File: src/rtl/mole_pkg.sv
// Shared types and constants for the mole hit scorer.
// Holds the FSM state encoding, the score register address and a width helper.
package mole_pkg;

    typedef enum logic {
        LIT  = 1'b0,
        DARK = 1'b1
    } state_t;

    localparam logic [4:0] SCORE_REG = 5'd30;

    // Counter width able to hold values up to n-1 (at least one bit).
    function automatic int cnt_w(input int n);
        return (n > 1) ? $clog2(n) : 1;
    endfunction

endpackage

File: src/rtl/btn_debounce.sv
// Two-flop synchronizer plus debouncer for an active-low push button.
// level idles high; fall_pulse fires once per accepted 1->0 transition.
module btn_debounce
    import mole_pkg::*;
#(
    parameter int DEBOUNCE_CYCLES = 1000000
) (
    input  logic clk,
    input  logic reset,
    input  logic raw,
    output logic level,
    output logic fall_pulse
);

    localparam int CW = cnt_w(DEBOUNCE_CYCLES);
    localparam logic [CW-1:0] CNT_LAST = CW'(DEBOUNCE_CYCLES - 1);

    logic [1:0]    sync;
    logic [CW-1:0] cnt;

    // Bring the raw button into the clock domain.
    always_ff @(posedge clk or posedge reset) begin
        if (reset) begin
            sync <= 2'b11;
        end else begin
            sync <= {sync[0], raw};
        end
    end

    // Accept a new level only after it has been stable long enough.
    always_ff @(posedge clk or posedge reset) begin
        if (reset) begin
            cnt        <= '0;
            level      <= 1'b1;
            fall_pulse <= 1'b0;
        end else begin
            fall_pulse <= 1'b0;
            if (sync[1] != level) begin
                if (cnt == CNT_LAST) begin
                    cnt        <= '0;
                    level      <= sync[1];
                    fall_pulse <= ~sync[1];
                end else begin
                    cnt <= cnt + 1'b1;
                end
            end else begin
                cnt <= '0;
            end
        end
    end

endmodule

File: src/rtl/mole_hit_scorer.sv
// Whack-a-mole scorer: LIT/DARK target FSM, saturating hit counter and
// a single-outstanding register-file write request. Option: MISS_PENALTY_EN.
module mole_hit_scorer
    import mole_pkg::*;
#(
    parameter int DEBOUNCE_CYCLES = 1000000,
    parameter int LIT_CYCLES      = 100000000,
    parameter int DARK_CYCLES     = 100000000,
    parameter int SCORE_W         = 32
) (
    input  logic               clk,
    input  logic               reset,
    input  logic               btn_in,
    input  logic               regfile_busy,
    output logic               mole_led,
    output logic [SCORE_W-1:0] score,
    output logic               wr_valid,
    output logic [4:0]         wr_reg,
    output logic [SCORE_W-1:0] wr_data
);

    localparam int PH_MAX = (LIT_CYCLES > DARK_CYCLES) ? LIT_CYCLES : DARK_CYCLES;
    localparam int PW = cnt_w(PH_MAX);
    localparam logic [PW-1:0] LIT_LAST  = PW'(LIT_CYCLES - 1);
    localparam logic [PW-1:0] DARK_LAST = PW'(DARK_CYCLES - 1);
    localparam logic [SCORE_W-1:0] ONES = {SCORE_W{1'b1}};

    state_t             state;
    state_t             state_nxt;
    logic [PW-1:0]      phase;
    logic               phase_clr;
    logic               press;
    logic               hit;
    logic               lit_timeout;
    logic [SCORE_W-1:0] score_nxt;
    logic               score_chg;
    logic               unused_level;

    btn_debounce #(
        .DEBOUNCE_CYCLES(DEBOUNCE_CYCLES)
    ) u_debounce (
        .clk       (clk),
        .reset     (reset),
        .raw       (btn_in),
        .level     (unused_level),
        .fall_pulse(press)
    );

    assign lit_timeout = (phase == LIT_LAST);

    // State register and phase counter.
    always_ff @(posedge clk or posedge reset) begin
        if (reset) begin
            state <= LIT;
            phase <= '0;
        end else begin
            state <= state_nxt;
            phase <= phase_clr ? '0 : phase + 1'b1;
        end
    end

    // Next-state logic; a press on the final LIT cycle still scores.
    always_comb begin
        state_nxt = state;
        phase_clr = 1'b0;
        hit       = 1'b0;
        mole_led  = (state == LIT);
        unique case (state)
            LIT: begin
                if (press || lit_timeout) begin
                    hit       = press;
                    state_nxt = DARK;
                    phase_clr = 1'b1;
                end
            end
            DARK: begin
                if (phase == DARK_LAST) begin
                    state_nxt = LIT;
                    phase_clr = 1'b1;
                end
            end
            default: begin
                state_nxt = LIT;
                phase_clr = 1'b1;
            end
        endcase
    end

    // Saturating score update; misses optionally cost a point.
    always_comb begin
        score_nxt = score;
        if (hit) begin
            if (score != ONES) begin
                score_nxt = score + 1'b1;
            end
        end
`ifdef MISS_PENALTY_EN
        else if (state == LIT && lit_timeout) begin
            if (score != '0) begin
                score_nxt = score - 1'b1;
            end
        end
`endif
    end

    assign score_chg = (score_nxt != score);

    // Score register and write request held until a non-busy cycle.
    always_ff @(posedge clk or posedge reset) begin
        if (reset) begin
            score    <= '0;
            wr_valid <= 1'b0;
        end else begin
            score    <= score_nxt;
            wr_valid <= score_chg | (wr_valid & regfile_busy);
        end
    end

    assign wr_reg  = SCORE_REG;
    assign wr_data = score;

endmodule

File: config.mk
export PLATFORM = sky130hd
export DESIGN_NAME = mole_hit_scorer
export DESIGN_NICKNAME = d
export VERILOG_FILES = /design/src/rtl/mole_pkg.sv /design/src/rtl/btn_debounce.sv /design/src/rtl/mole_hit_scorer.sv
export SDC_FILE = /design/constraint.sdc
export NUM_CORES = 1
export LEC_CHECK = 0
export ABC_AREA = 1
export BUFFER_PORTS_ARGS = -buffer_cell sky130_fd_sc_hd__buf_2
export CAP_MARGIN = 40
export CORE_MARGIN = 4
export CORE_UTILIZATION = 40
export CTS_CLUSTER_SIZE = 28
export DETAILED_ROUTE_END_ITERATION = 8
export SYNTH_ARGS = -nofsm -noshare
export SYNTH_HDL_FRONTEND = slang
export SYNTH_SLANG_ARGS = --single-unit
File: constraint.sdc
create_clock -name clk -period 2.8 [get_ports clk]
set_input_delay 0.14 -clock clk [delete_from_list [all_inputs] [get_ports clk]]
set_output_delay 0.14 -clock clk [all_outputs]
set_load 0.1 [all_outputs]
==> impl_metrics.yaml <==
grt:
  track_usage: 0.166
  grt_pass1_vias: 4288
  overflow: 0
  grt_max_degree: 49
  antenna_found_initial: 0
  grt_pass1_wl_um: 21200
die:
  die_y_um: 125
  die_w_um: 125
  start_util: 0.409
  rows: 42
  die-area_mm2: 0.0155
  io_pins: 75
  coreArea_mm2: 0.0133
setup_path:
  reg2regPathDepth: 10
  path_class: "flip-flop to flip-flop"
  crit_path_start_kind: "flip-flop"
  crit_path_end_kind: "flip-flop"
  crit_fanout: 41
  cp_data_arrival_time_ns: 2.29
  crit_required_ns: 3.05
place:
  io_buffers: 69
  hpwl_um: 9180
  preCtsSetupSlack_ns: 0.784
  gp_congestion: 0.857
  dp_cells: 973
sta:
  rsz0062_at_grt: "no"
  drv_slew: 0
  fin_setup_tns_ns: 0
  fin_ws_ns: 0.764
  fmax_mhz: 491
  setup_viol: 0
  fin_crit_sh: 0.727
  clock_skew_ns: 0.00641
  hold_viol: 0
  slew_headroom: 0.517
  fin_crit_ns: 2.04
  worstMarginPinSlew_ns: 0.721
power:
  clockPowerShare: 0.496
  p_per_area_mw_per_mm2: 431
  p_sw_uw: 579
  ir_drop_uv: 309
  comb_power_share: 0.029
  internal-power_uw: 2030
  switching_share: 0.222
  power.leakage_uw: 0.00291
  sequentialPowerShare: 0.475
clocking:
  cts_tree: "done"
  cts_max_path_buffers: 2
  cts_root_buf: "clkbuf_16"
  clk_latency_ns: 0.35
  path_clk_slew_ns: 0.06
  cts_resized: 0
  numCtsBuffers: 9
  htreeDepth: 3
  cts.sinks: 85
logic_synthesis:
  synthTopCellsByCount: "229 x nand2_1, 140 x nor2_1, 82 x dfrtp_1, 81 x inv_1, 53 x nand3_1"
  ys_ff_latch: 85
  avgSynthCellArea_um2: 7.09
  synth_most_common_cell: "nand2_1"
  ys.flop_type: "dfrtp_1"
  netlist_area_mm2: 0.00544
  synth_cells: 768
  synth_edf_count: 0
  async_flop_share: 1.00
  yosys_warnings: 0
  synth.area.top_cells: "dfrtp_1 38%, nand2_1 16%, nor2_1 9.7%"
  yosysUniqueCellTypes: 35
  yosys.area.top_type: "dfrtp_1"
  synth_top_area_frac: 0.377
  ys_seq_area_frac: 0.391
route:
  drt-pass1-iter-count: 5
  wire_per_inst_um: 12.5
  wirelength_um: 12400
  post-route-drc-count: 0
  avgViaCountPerCell: 4.69
  antenna_left: 0
  drt_iter0_drc: 450
  vias: 4648
layout:
  syn_to_final_growth_pct: 11.0
  seq_area_mm2: 0.00213
  antenna_cells: 0
  final_layout_size_suffix_gt1_frac: 0.150
  fill_cells: 1351
  nNetsFinal: 818
  finish.cell_count_without_fillers: 992
  multi_input_area_mm2: 0.00266
min_path:
  hold_depth: 0
  worstHoldPathType: "flip-flop to flip-flop"
job:
  drv_cap: 0
run_status:
  status: "finished clean"
==> final cells by class <==
class,instances,area share
inverter,85,0.0530
sequential,85,0.353
timing repair buffer,73,0.0654
clock buffer,10,0.0379
multi-input combinational,557,0.440
clock inverter,6,0.0145
tap,176,0.0364
==> cells in the final DEF (no fill, tap or decap), types with 4 or more instances in the layout <==
cell type and n:
nand3_1 53, conb_1 5, nand2_1 229, nand4_1 19, nor3_1 18, inv_1 80
nand3b_1 16, nor2_4 4, nor2_1 140, buf_2 69, dfrtp_1 82, nand2_2 7
xor2_1 25, clkbuf_16 9, xnor2_1 11, a21oi_1 4, nor2_2 8
==> logic make-up after synthesis <==
logic type      count (synthesis)  synth area share
buf+inv                       129             0.122
compound gates                  7           0.00897
xor+xnor                       36            0.0579
flops                          85             0.391
other cells                     2           0.00138
simple gates                  506             0.411
fa+ha+maj                       3           0.00690
==> critical path: stages (launching register included) <==
cell and delay (ns):
dfrtp_1 0.43, ha_1 0.24, nand2_1 0.08, nor2_2 0.13, nand2_4 0.09, nor2_8 0.14, nand3_4 0.34, nand2_1 0.27
inv_1 0.07, nand2_1 0.06, nand2_1 0.04
==> through the flow <==
| stage | cell area, um^2 | hold slack, ns | total power (uW) | utilization |
|---|---|---|---|---|
| 3_3_place_gp | 5700 | 0.247 | 1340 | 0.428 |
| 6_report | 6040 | 0.358 | 2600 | 0.455 |
| 2_1_floorplan | 5450 | 0.144 | 1320 | - |
| 4_1_cts | 6040 | 0.358 | 2650 | 0.455 |
| 3_5_place_dp | 5700 | 0.247 | 1340 | 0.428 |
| 5_1_grt | 6040 | 0.359 | 2700 | 0.455 |
==> metal layers <==
metal | global-route usage | part of all wire
met2 | 0.233 | 0.42
met1 | 0.253 | 0.51
met4 | 0.0503 | 0.011
met5 | 0 | 0
met3 | 0.0352 | 0.063
==> power groups by stage <==
stage / Combinational [uW] / Clock (uW) / Sequential (uW)
6_report: 76.0 / 1290 / 1240
5_1_grt: 85.7 / 1380 / 1240
4_1_cts: 78.7 / 1330 / 1240
3_5_place_dp: 75.7 / 0 / 1260
3_3_place_gp: 75.0 / 0 / 1260
2_1_floorplan: 64.0 / 0 / 1260
==> what timing repair did <==
action / 4_1_cts / 5_1_grt
hold endpoints to repair: 38 / 0
buffers inserted: 0 / 0
hold buffers: 3 / 0
==> final timing paths <==
kind	start	endpoint	slack, ns
min in group asynchronous	reset	phase[4]	0.42
setup reg to reg	score[0]	score[0]	0.76
hold / removal	u_debounce.sync[0]	u_debounce.sync[1]	0.36
max in group asynchronous	reset	u_debounce.level	1.63
hold reg to reg	u_debounce.sync[0]	u_debounce.sync[1]	0.36
setup / recovery	score[0]	score[0]	0.76
==> sequential cells by signal (all words and copies together) (netlist names) <==
name	count
phase	27
score	32
state	1
u_debounce.cnt	20
u_debounce.fall_pulse	1
u_debounce.level	1
u_debounce.sync	2
wr_valid	1
No activity file was read; power rests on OpenSTA's default activity.
